[config.mk]
export PLATFORM = sky130hd
export DESIGN_NAME = axis_bram_master_flat
export DESIGN_NICKNAME = d
export VERILOG_FILES = /design/src/rtl/axis_bram_master_if.sv /design/src/rtl/axis_bram_master.sv /design/src/flat_wrapper.sv
export SDC_FILE = /design/constraint.sdc
export NUM_CORES = 1
export LEC_CHECK = 0
export CAP_MARGIN = 20
export CORE_MARGIN = 1
export CORE_UTILIZATION = 50
export DETAILED_ROUTE_END_ITERATION = 12
export PLACE_DENSITY = 0.84
export SYNTH_ARGS = -nofsm -noshare
export SYNTH_HDL_FRONTEND = slang
export SYNTH_SLANG_ARGS = --single-unit
[constraint.sdc]
create_clock -name clk -period 2.9 [get_ports clk]
set_input_delay 0.29 -clock clk [delete_from_list [all_inputs] [get_ports clk]]
set_output_delay 0.29 -clock clk [all_outputs]
set_load 0.02 [all_outputs]
[src/rtl/axis_bram_master_if.sv]
// Bus bundle for axis_bram_master: go/busy control, BRAM read port and
// AXI-Stream master channel. Clock and reset stay outside the bundle.
interface axis_bram_master_if #(
  parameter int DATA_WIDTH = 64,
  parameter int ADDR_WIDTH = 12,
  parameter int BYTE_COUNT = DATA_WIDTH / 8
);
  logic                  axis_bram_master_go;
  logic                  axis_bram_master_busy;
  logic [ADDR_WIDTH-1:0] axis_mem2m_raddr;
  logic                  axis_mem2m_re;
  logic [DATA_WIDTH-1:0] axis_mem2m_rdata;
  logic                  m_axis_tvalid;
  logic                  m_axis_tready;
  logic [DATA_WIDTH-1:0] m_axis_tdata;
  logic                  m_axis_tlast;
  logic [BYTE_COUNT-1:0] m_axis_tkeep;

  modport master (
    input  axis_bram_master_go,
    output axis_bram_master_busy,
    output axis_mem2m_raddr,
    output axis_mem2m_re,
    input  axis_mem2m_rdata,
    output m_axis_tvalid,
    input  m_axis_tready,
    output m_axis_tdata,
    output m_axis_tlast,
    output m_axis_tkeep
  );

  modport slave (
    output axis_bram_master_go,
    input  axis_bram_master_busy,
    input  axis_mem2m_raddr,
    input  axis_mem2m_re,
    output axis_mem2m_rdata,
    input  m_axis_tvalid,
    output m_axis_tready,
    input  m_axis_tdata,
    input  m_axis_tlast,
    input  m_axis_tkeep
  );
endinterface

[src/rtl/axis_bram_master.sv]
// Streams one FFT_SIZE-word frame out of a 1-cycle-latency BRAM onto AXI-Stream,
// with a 2-entry skid buffer so back-pressure never loses or repeats a word.
module axis_bram_master #(
  parameter int DATA_WIDTH = 64,
  parameter int FFT_SIZE   = 4096
) (
  input  logic                 clk,
  input  logic                 reset_n,
  axis_bram_master_if.master   bus
);

  localparam int ADDR_WIDTH = $clog2(FFT_SIZE);
  localparam int BYTE_COUNT = DATA_WIDTH / 8;
  localparam logic [ADDR_WIDTH-1:0] LAST_ADDR = ADDR_WIDTH'(FFT_SIZE - 1);

  typedef enum logic [1:0] {
    IDLE  = 2'd0,
    READ  = 2'd1,
    DRAIN = 2'd2
  } state_t;

  state_t                state_q;
  logic                  warm_q;
  logic [ADDR_WIDTH-1:0] rd_cnt_q;
  logic                  inflight_q;
  logic                  inflight_last_q;
  logic [DATA_WIDTH-1:0] buf_data_q [2];
  logic                  buf_last_q [2];
  logic                  wr_ptr_q;
  logic                  rd_ptr_q;
  logic [1:0]            occ_q;

  logic                  tvalid;
  logic                  tlast;
  logic                  pop;
  logic                  push;
  logic                  issue;
  logic                  issue_last;
  logic [1:0]            committed;

  assign tvalid = (occ_q != 2'd0);
  assign tlast  = tvalid & buf_last_q[rd_ptr_q];
  assign pop    = tvalid & bus.m_axis_tready;
  assign push   = inflight_q;

  // Words already owned by the buffer once this cycle's pop is taken out;
  // occupancy plus in-flight never exceeds 2, so 2 bits cannot overflow.
  assign committed  = occ_q + {1'b0, inflight_q} - {1'b0, pop};
  // warm_q holds off the first read for one cycle, placing the first beat
  // three edges after go is sampled.
  assign issue      = (state_q == READ) && warm_q && (committed < 2'd2);
  assign issue_last = issue && (rd_cnt_q == LAST_ADDR);

  always_ff @(posedge clk or negedge reset_n) begin
    if (!reset_n) begin
      state_q         <= IDLE;
      warm_q          <= 1'b0;
      rd_cnt_q        <= '0;
      inflight_q      <= 1'b0;
      inflight_last_q <= 1'b0;
      wr_ptr_q        <= 1'b0;
      rd_ptr_q        <= 1'b0;
      occ_q           <= 2'd0;
    end else begin
      inflight_q      <= issue;
      inflight_last_q <= issue_last;
      if (push) wr_ptr_q <= ~wr_ptr_q;
      if (pop)  rd_ptr_q <= ~rd_ptr_q;
      occ_q <= occ_q + {1'b0, push} - {1'b0, pop};

      case (state_q)
        IDLE: begin
          if (bus.axis_bram_master_go) begin
            state_q  <= READ;
            rd_cnt_q <= '0;
            warm_q   <= 1'b0;
          end
        end
        READ: begin
          warm_q <= 1'b1;
          if (issue) begin
            // Counter parks on the last address so the frame never wraps.
            if (issue_last) state_q  <= DRAIN;
            else            rd_cnt_q <= rd_cnt_q + 1'b1;
          end
        end
        DRAIN: begin
          if (pop && tlast) state_q <= IDLE;
        end
        default: state_q <= IDLE;
      endcase
    end
  end

  always_ff @(posedge clk or negedge reset_n) begin
    if (!reset_n) begin
      for (int i = 0; i < 2; i++) begin
        buf_data_q[i] <= '0;
        buf_last_q[i] <= 1'b0;
      end
    end else if (push) begin
      buf_data_q[wr_ptr_q] <= bus.axis_mem2m_rdata;
      buf_last_q[wr_ptr_q] <= inflight_last_q;
    end
  end

  assign bus.axis_bram_master_busy = (state_q != IDLE);
  assign bus.axis_mem2m_re         = issue;
  assign bus.axis_mem2m_raddr      = rd_cnt_q;
  assign bus.m_axis_tvalid         = tvalid;
  assign bus.m_axis_tdata          = buf_data_q[rd_ptr_q];
  assign bus.m_axis_tlast          = tlast;
  assign bus.m_axis_tkeep          = {BYTE_COUNT{tvalid}};

endmodule
[src/flat_wrapper.sv]
// flat-port wrapper written by rule: the top's interface ports become plain ports
module axis_bram_master_flat 
#(
  parameter int DATA_WIDTH = 64,
  parameter int FFT_SIZE   = 4096
)
  (clk, reset_n, bus_axis_bram_master_go, bus_axis_bram_master_busy, bus_axis_mem2m_raddr, bus_axis_mem2m_re, bus_axis_mem2m_rdata, bus_m_axis_tvalid, bus_m_axis_tready, bus_m_axis_tdata, bus_m_axis_tlast, bus_m_axis_tkeep);
  axis_bram_master_if #(.DATA_WIDTH(DATA_WIDTH)) bus_i ();
  input  logic clk;
  input  logic reset_n;
  input wire logic [$bits(bus_i.axis_bram_master_go)-1:0] bus_axis_bram_master_go;
  output wire logic [$bits(bus_i.axis_bram_master_busy)-1:0] bus_axis_bram_master_busy;
  output wire logic [$bits(bus_i.axis_mem2m_raddr)-1:0] bus_axis_mem2m_raddr;
  output wire logic [$bits(bus_i.axis_mem2m_re)-1:0] bus_axis_mem2m_re;
  input wire logic [$bits(bus_i.axis_mem2m_rdata)-1:0] bus_axis_mem2m_rdata;
  output wire logic [$bits(bus_i.m_axis_tvalid)-1:0] bus_m_axis_tvalid;
  input wire logic [$bits(bus_i.m_axis_tready)-1:0] bus_m_axis_tready;
  output wire logic [$bits(bus_i.m_axis_tdata)-1:0] bus_m_axis_tdata;
  output wire logic [$bits(bus_i.m_axis_tlast)-1:0] bus_m_axis_tlast;
  output wire logic [$bits(bus_i.m_axis_tkeep)-1:0] bus_m_axis_tkeep;
  assign bus_i.axis_bram_master_go = bus_axis_bram_master_go;
  assign bus_axis_bram_master_busy = bus_i.axis_bram_master_busy;
  assign bus_axis_mem2m_raddr = bus_i.axis_mem2m_raddr;
  assign bus_axis_mem2m_re = bus_i.axis_mem2m_re;
  assign bus_i.axis_mem2m_rdata = bus_axis_mem2m_rdata;
  assign bus_m_axis_tvalid = bus_i.m_axis_tvalid;
  assign bus_i.m_axis_tready = bus_m_axis_tready;
  assign bus_m_axis_tdata = bus_i.m_axis_tdata;
  assign bus_m_axis_tlast = bus_i.m_axis_tlast;
  assign bus_m_axis_tkeep = bus_i.m_axis_tkeep;
  axis_bram_master #(.DATA_WIDTH(DATA_WIDTH), .FFT_SIZE(FFT_SIZE)) u_core (.clk(clk), .reset_n(reset_n), .bus(bus_i));
endmodule
==> impl_metrics.json <==
{
  "worstSkewPairLatency_ns": 0.41,
  "coreArea_sq_um": 12800,
  "drtIter0Drc": 136,
  "cp.required_ns": 2.61,
  "dieArea_sq_um": 13900,
  "power_switching_mw": 4.30,
  "grt_setup_unrepaired": "false",
  "finalCriticalPeriod_ns": 2.75,
  "ys_seq_area_share_pct": 56.4,
  "syn-cell-area_sq_um": 6700,
  "syn_to_final_growth_pct": 35.8,
  "r2r-end": "u_core.bus.axis_mem2m_raddr[9]$_DFFE_PN0P_",
  "synth_area_leaders": "dfrtp_1 (56%), mux2_2 (33%), buf_2 (1.3%)",
  "drive_gt1_share_pct": 40.1,
  "drc": 0,
  "p_per_area_nw_per_um2": 1370,
  "yosysWarnings": 0,
  "synthFlopType": "dfrtp_1",
  "die_x_microns": 118,
  "place_area_sq_um": 8460,
  "switching_share_pct": 34.4,
  "nets": 687,
  "finalInstanceArea_sq_um": 9100,
  "cts_sinks": 151,
  "cts_tree": "yes",
  "grt_pass1_wl_microns": 23900,
  "grt_pass1_vias": 4773,
  "cts_made_buffers": 17,
  "synthDistinctLibCells": 45,
  "critical-path-top-delay-family": "buffers and inverters",
  "tns_ns": 0,
  "internal_power_mw": 8.19,
  "synth.top_cell.area_share_pct": 56.4,
  "antenna_found_initial": 0,
  "crit_start": "u_core.occ_q[1]$_DFF_PN0_",
  "synth_cells": 459,
  "cp.arrival_ns": 2.46,
  "crit_slowest_cell": "dfrtp_1",
  "p_clk_share_pct": 18.4,
  "grt_usage_pct": 22.1,
  "antenna_left": 0,
  "ff2ff_setup_slack_ns": 0.40,
  "r2r_start": "u_core.occ_q[1]$_DFF_PN0_",
  "async_flop_share_pct": 100,
  "tightest_slew_ns": 0.667,
  "h-tree-depth": 4,
  "crit_type": "flop to output port",
  "maxSlewViolCount": 0,
  "min_path_type": "primary input to async pin",
  "drt-pass1-iter-count": 6,
  "grt_max_degree": 69,
  "max_freq_mhz": 363,
  "routabilityCongestion": 0.842,
  "num_io_pins": 156,
  "vias": 4332,
  "power_frac_comb_pct": 51.5,
  "synth-seq-cells": 151,
  "cp_max_fo": 7,
  "syn-num-nets": 530,
  "io_buffers": 155,
  "wire_per_inst_microns": 17.8,
  "cts_buffer_depth": 2,
  "avgSynthCellArea_sq_um": 14.6,
  "synth.largest_area_cell": "dfrtp_1",
  "hold_viol_final": 0,
  "maxCapViolCount": 0,
  "crit_path_end": "bus_axis_mem2m_re",
  "overflow": 0,
  "power_leakage_nw": 3.83,
  "initial_core_util_pct": 52.3,
  "period_share_pct": 94.9,
  "path_clk_slew_ns": 0.06,
  "finalSetupViolations": 0,
  "status": "finished, final reports clean",
  "start_kind": "flop",
  "antennaDiodeCount": 0,
  "vdd_drop_max_v": 0.000931,
  "worst-path-stages": 10,
  "rows": 41,
  "critPathMaxStageDelay_ns": 0.39,
  "clockRootBuffer": "clkbuf_16",
  "clock_skew_ns": 0.00779,
  "worst_setup_path_end_kind": "output port",
  "rr_worst_depth": 11,
  "die_h_microns": 118,
  "slew_headroom_pct": 55.4,
  "synth_edf_count": 0,
  "routed_wl_microns": 14200,
  "dp_hpwl_microns": 9480,
  "crit_buf_inv": 4,
  "seqPwrFrac_pct": 30.1,
  "path_cells": "nor2_2, inv_1, and2_1, ha_1, inv_1, ha_1, xnor3_2, nand2_4, inv_2, dlygate4sd2_1",
  "vias_per_cell": 5.42
}
repair_timing:
action	in CTS	in global routing
gates resized for setup	1	1
setup endpoints to repair	1	1
hold buffers	1	0
hold endpoints to repair	66	0
pin swaps	0	0
buffers inserted	0	1
worst reg2reg max path: cells and delay by family (launching register included):
family | cells | cell delay, ns
fa+ha+maj | 2 | 0.46
buf+inv | 3 | 0.25
xor+xnor | 1 | 0.26
flops | 1 | 0.39
compound gates | 2 | 0.58
simple gates | 3 | 0.44
flip-flops by register name, indices dropped and copies added, names as in the netlist:
| register | count |
|---|---|
| u_core.inflight_q | 1 |
| u_core.rd_ptr_q | 1 |
| u_core.inflight_last_q | 1 |
| u_core.warm_q | 1 |
| u_core.state_q | 2 |
| u_core.wr_ptr_q | 1 |
| u_core.buf_last_q | 2 |
| u_core.buf_data_q | 128 |
| u_core.occ_q | 2 |
| u_core.bus.axis_mem2m_raddr | 12 |
cell usage after synthesis (2+ instances only):
library cell  number
and4_1             3
clkbuf_1           2
nor2_1             7
a31oi_1            8
buf_1              2
buf_2             17
buf_4              8
mux2_2           194
nand3_1            2
ha_1               3
inv_2              3
nor3_1             2
a31o_2             2
o21ai_0            2
inv_1              8
a21oi_1            4
nand4_1            2
a211o_1            2
and2_1             3
dfrtp_1          151
nand2_1            6
nand2b_1           2
xor2_1             2
o211ai_1           2
and3_1             2
per-stage QoR:
| stage | cells | power, mW | setup slack [ns] | utilization (%) | hold slack, ns |
|---|---|---|---|---|---|
| finish | 800 | 12.5 | 0.148 | 70.9 | 0.429 |
| global route | 800 | 13.2 | 0.0175 | 70.9 | 0.493 |
| CTS | 799 | 12.6 | 0.0680 | 70.9 | 0.457 |
| detailed placement | 767 | 10.2 | 0.187 | 66.0 | 0.330 |
| global placement | 767 | 9.97 | 0.194 | 66.0 | 0.318 |
| floorplan | 459 | 7.73 | 0.439 | - | -0.00559 |
cell families (layout without fill, tap and decap cells):
| kind of cell | count (synthesis) | count (layout) | synth area share, % |
|---|---|---|---|
| simple gates | 37 | 37 | 3.42 |
| flops | 151 | 151 | 56.4 |
| fa+ha+maj | 3 | 3 | 0.560 |
| xor+xnor | 3 | 3 | 0.616 |
| compound gates | 30 | 30 | 3.27 |
| mux | 195 | 195 | 32.7 |
| buf+inv | 40 | 209 | 3.01 |
metal layers:
layer  global-route usage [%]  share of wire, %
met5                        0                 0
met4                     8.97               1.8
met3                     6.25               5.9
met2                     36.5                50
met1                     27.2                43
layout make-up:
class                      count  area [sq um]
clock inverter                10           150
fill                         888          3730
multi-input combinational    268          2730
sequential                   151          3780
inverter                      11          41.3
timing repair buffer         167          1710
tap                          172           215
clock buffer                  21           470
power by group through the flow:
stage / clock network (mW) / logic [mW] / registers (mW)
after floorplan: 0 / 4.13 / 3.59
after global placement: 0 / 6.29 / 3.68
after detailed placement: 0 / 6.43 / 3.78
after CTS: 2.34 / 6.47 / 3.76
after global routing: 2.44 / 6.83 / 3.91
final: 2.29 / 6.43 / 3.76
cell usage in the layout (no fill, tap or decap), drive strengths merged, types with 2 or more instances in the layout:
cell type      count
a211o              2
a21oi              4
a31o               2
a31oi              8
and2               3
and3               2
and4               3
buf               12
bufinv             4
clkbuf            21
clkdlybuf4s50    153
clkinv             6
dfrtp            151
ha                 3
inv               11
mux2             194
nand2              7
nand2b             2
nand3              2
nand4              3
nor2               7
nor3               2
o211ai             2
o21ai              3
xor2               2
how the worst min path moves through the flow:
stage / start / endpoint / slack (ns) / cells past startpoint
2_1_floorplan: reset_n / u_core.buf_data_q[0]$_DFFE_PN0P_ / -0.006 / 0
3_3_place_gp: reset_n / u_core.buf_data_q[49]$_DFFE_PN0P_ / 0.32 / 1
3_5_place_dp: reset_n / u_core.buf_data_q[109]$_DFFE_PN0P_ / 0.33 / 1
4_1_cts: reset_n / u_core.buf_data_q[109]$_DFFE_PN0P_ / 0.46 / 2
5_1_grt: reset_n / u_core.buf_data_q[45]$_DFFE_PN0P_ / 0.49 / 2
6_report: reset_n / u_core.buf_data_q[49]$_DFFE_PN0P_ / 0.43 / 2
Power figures use the tool's default switching activity.
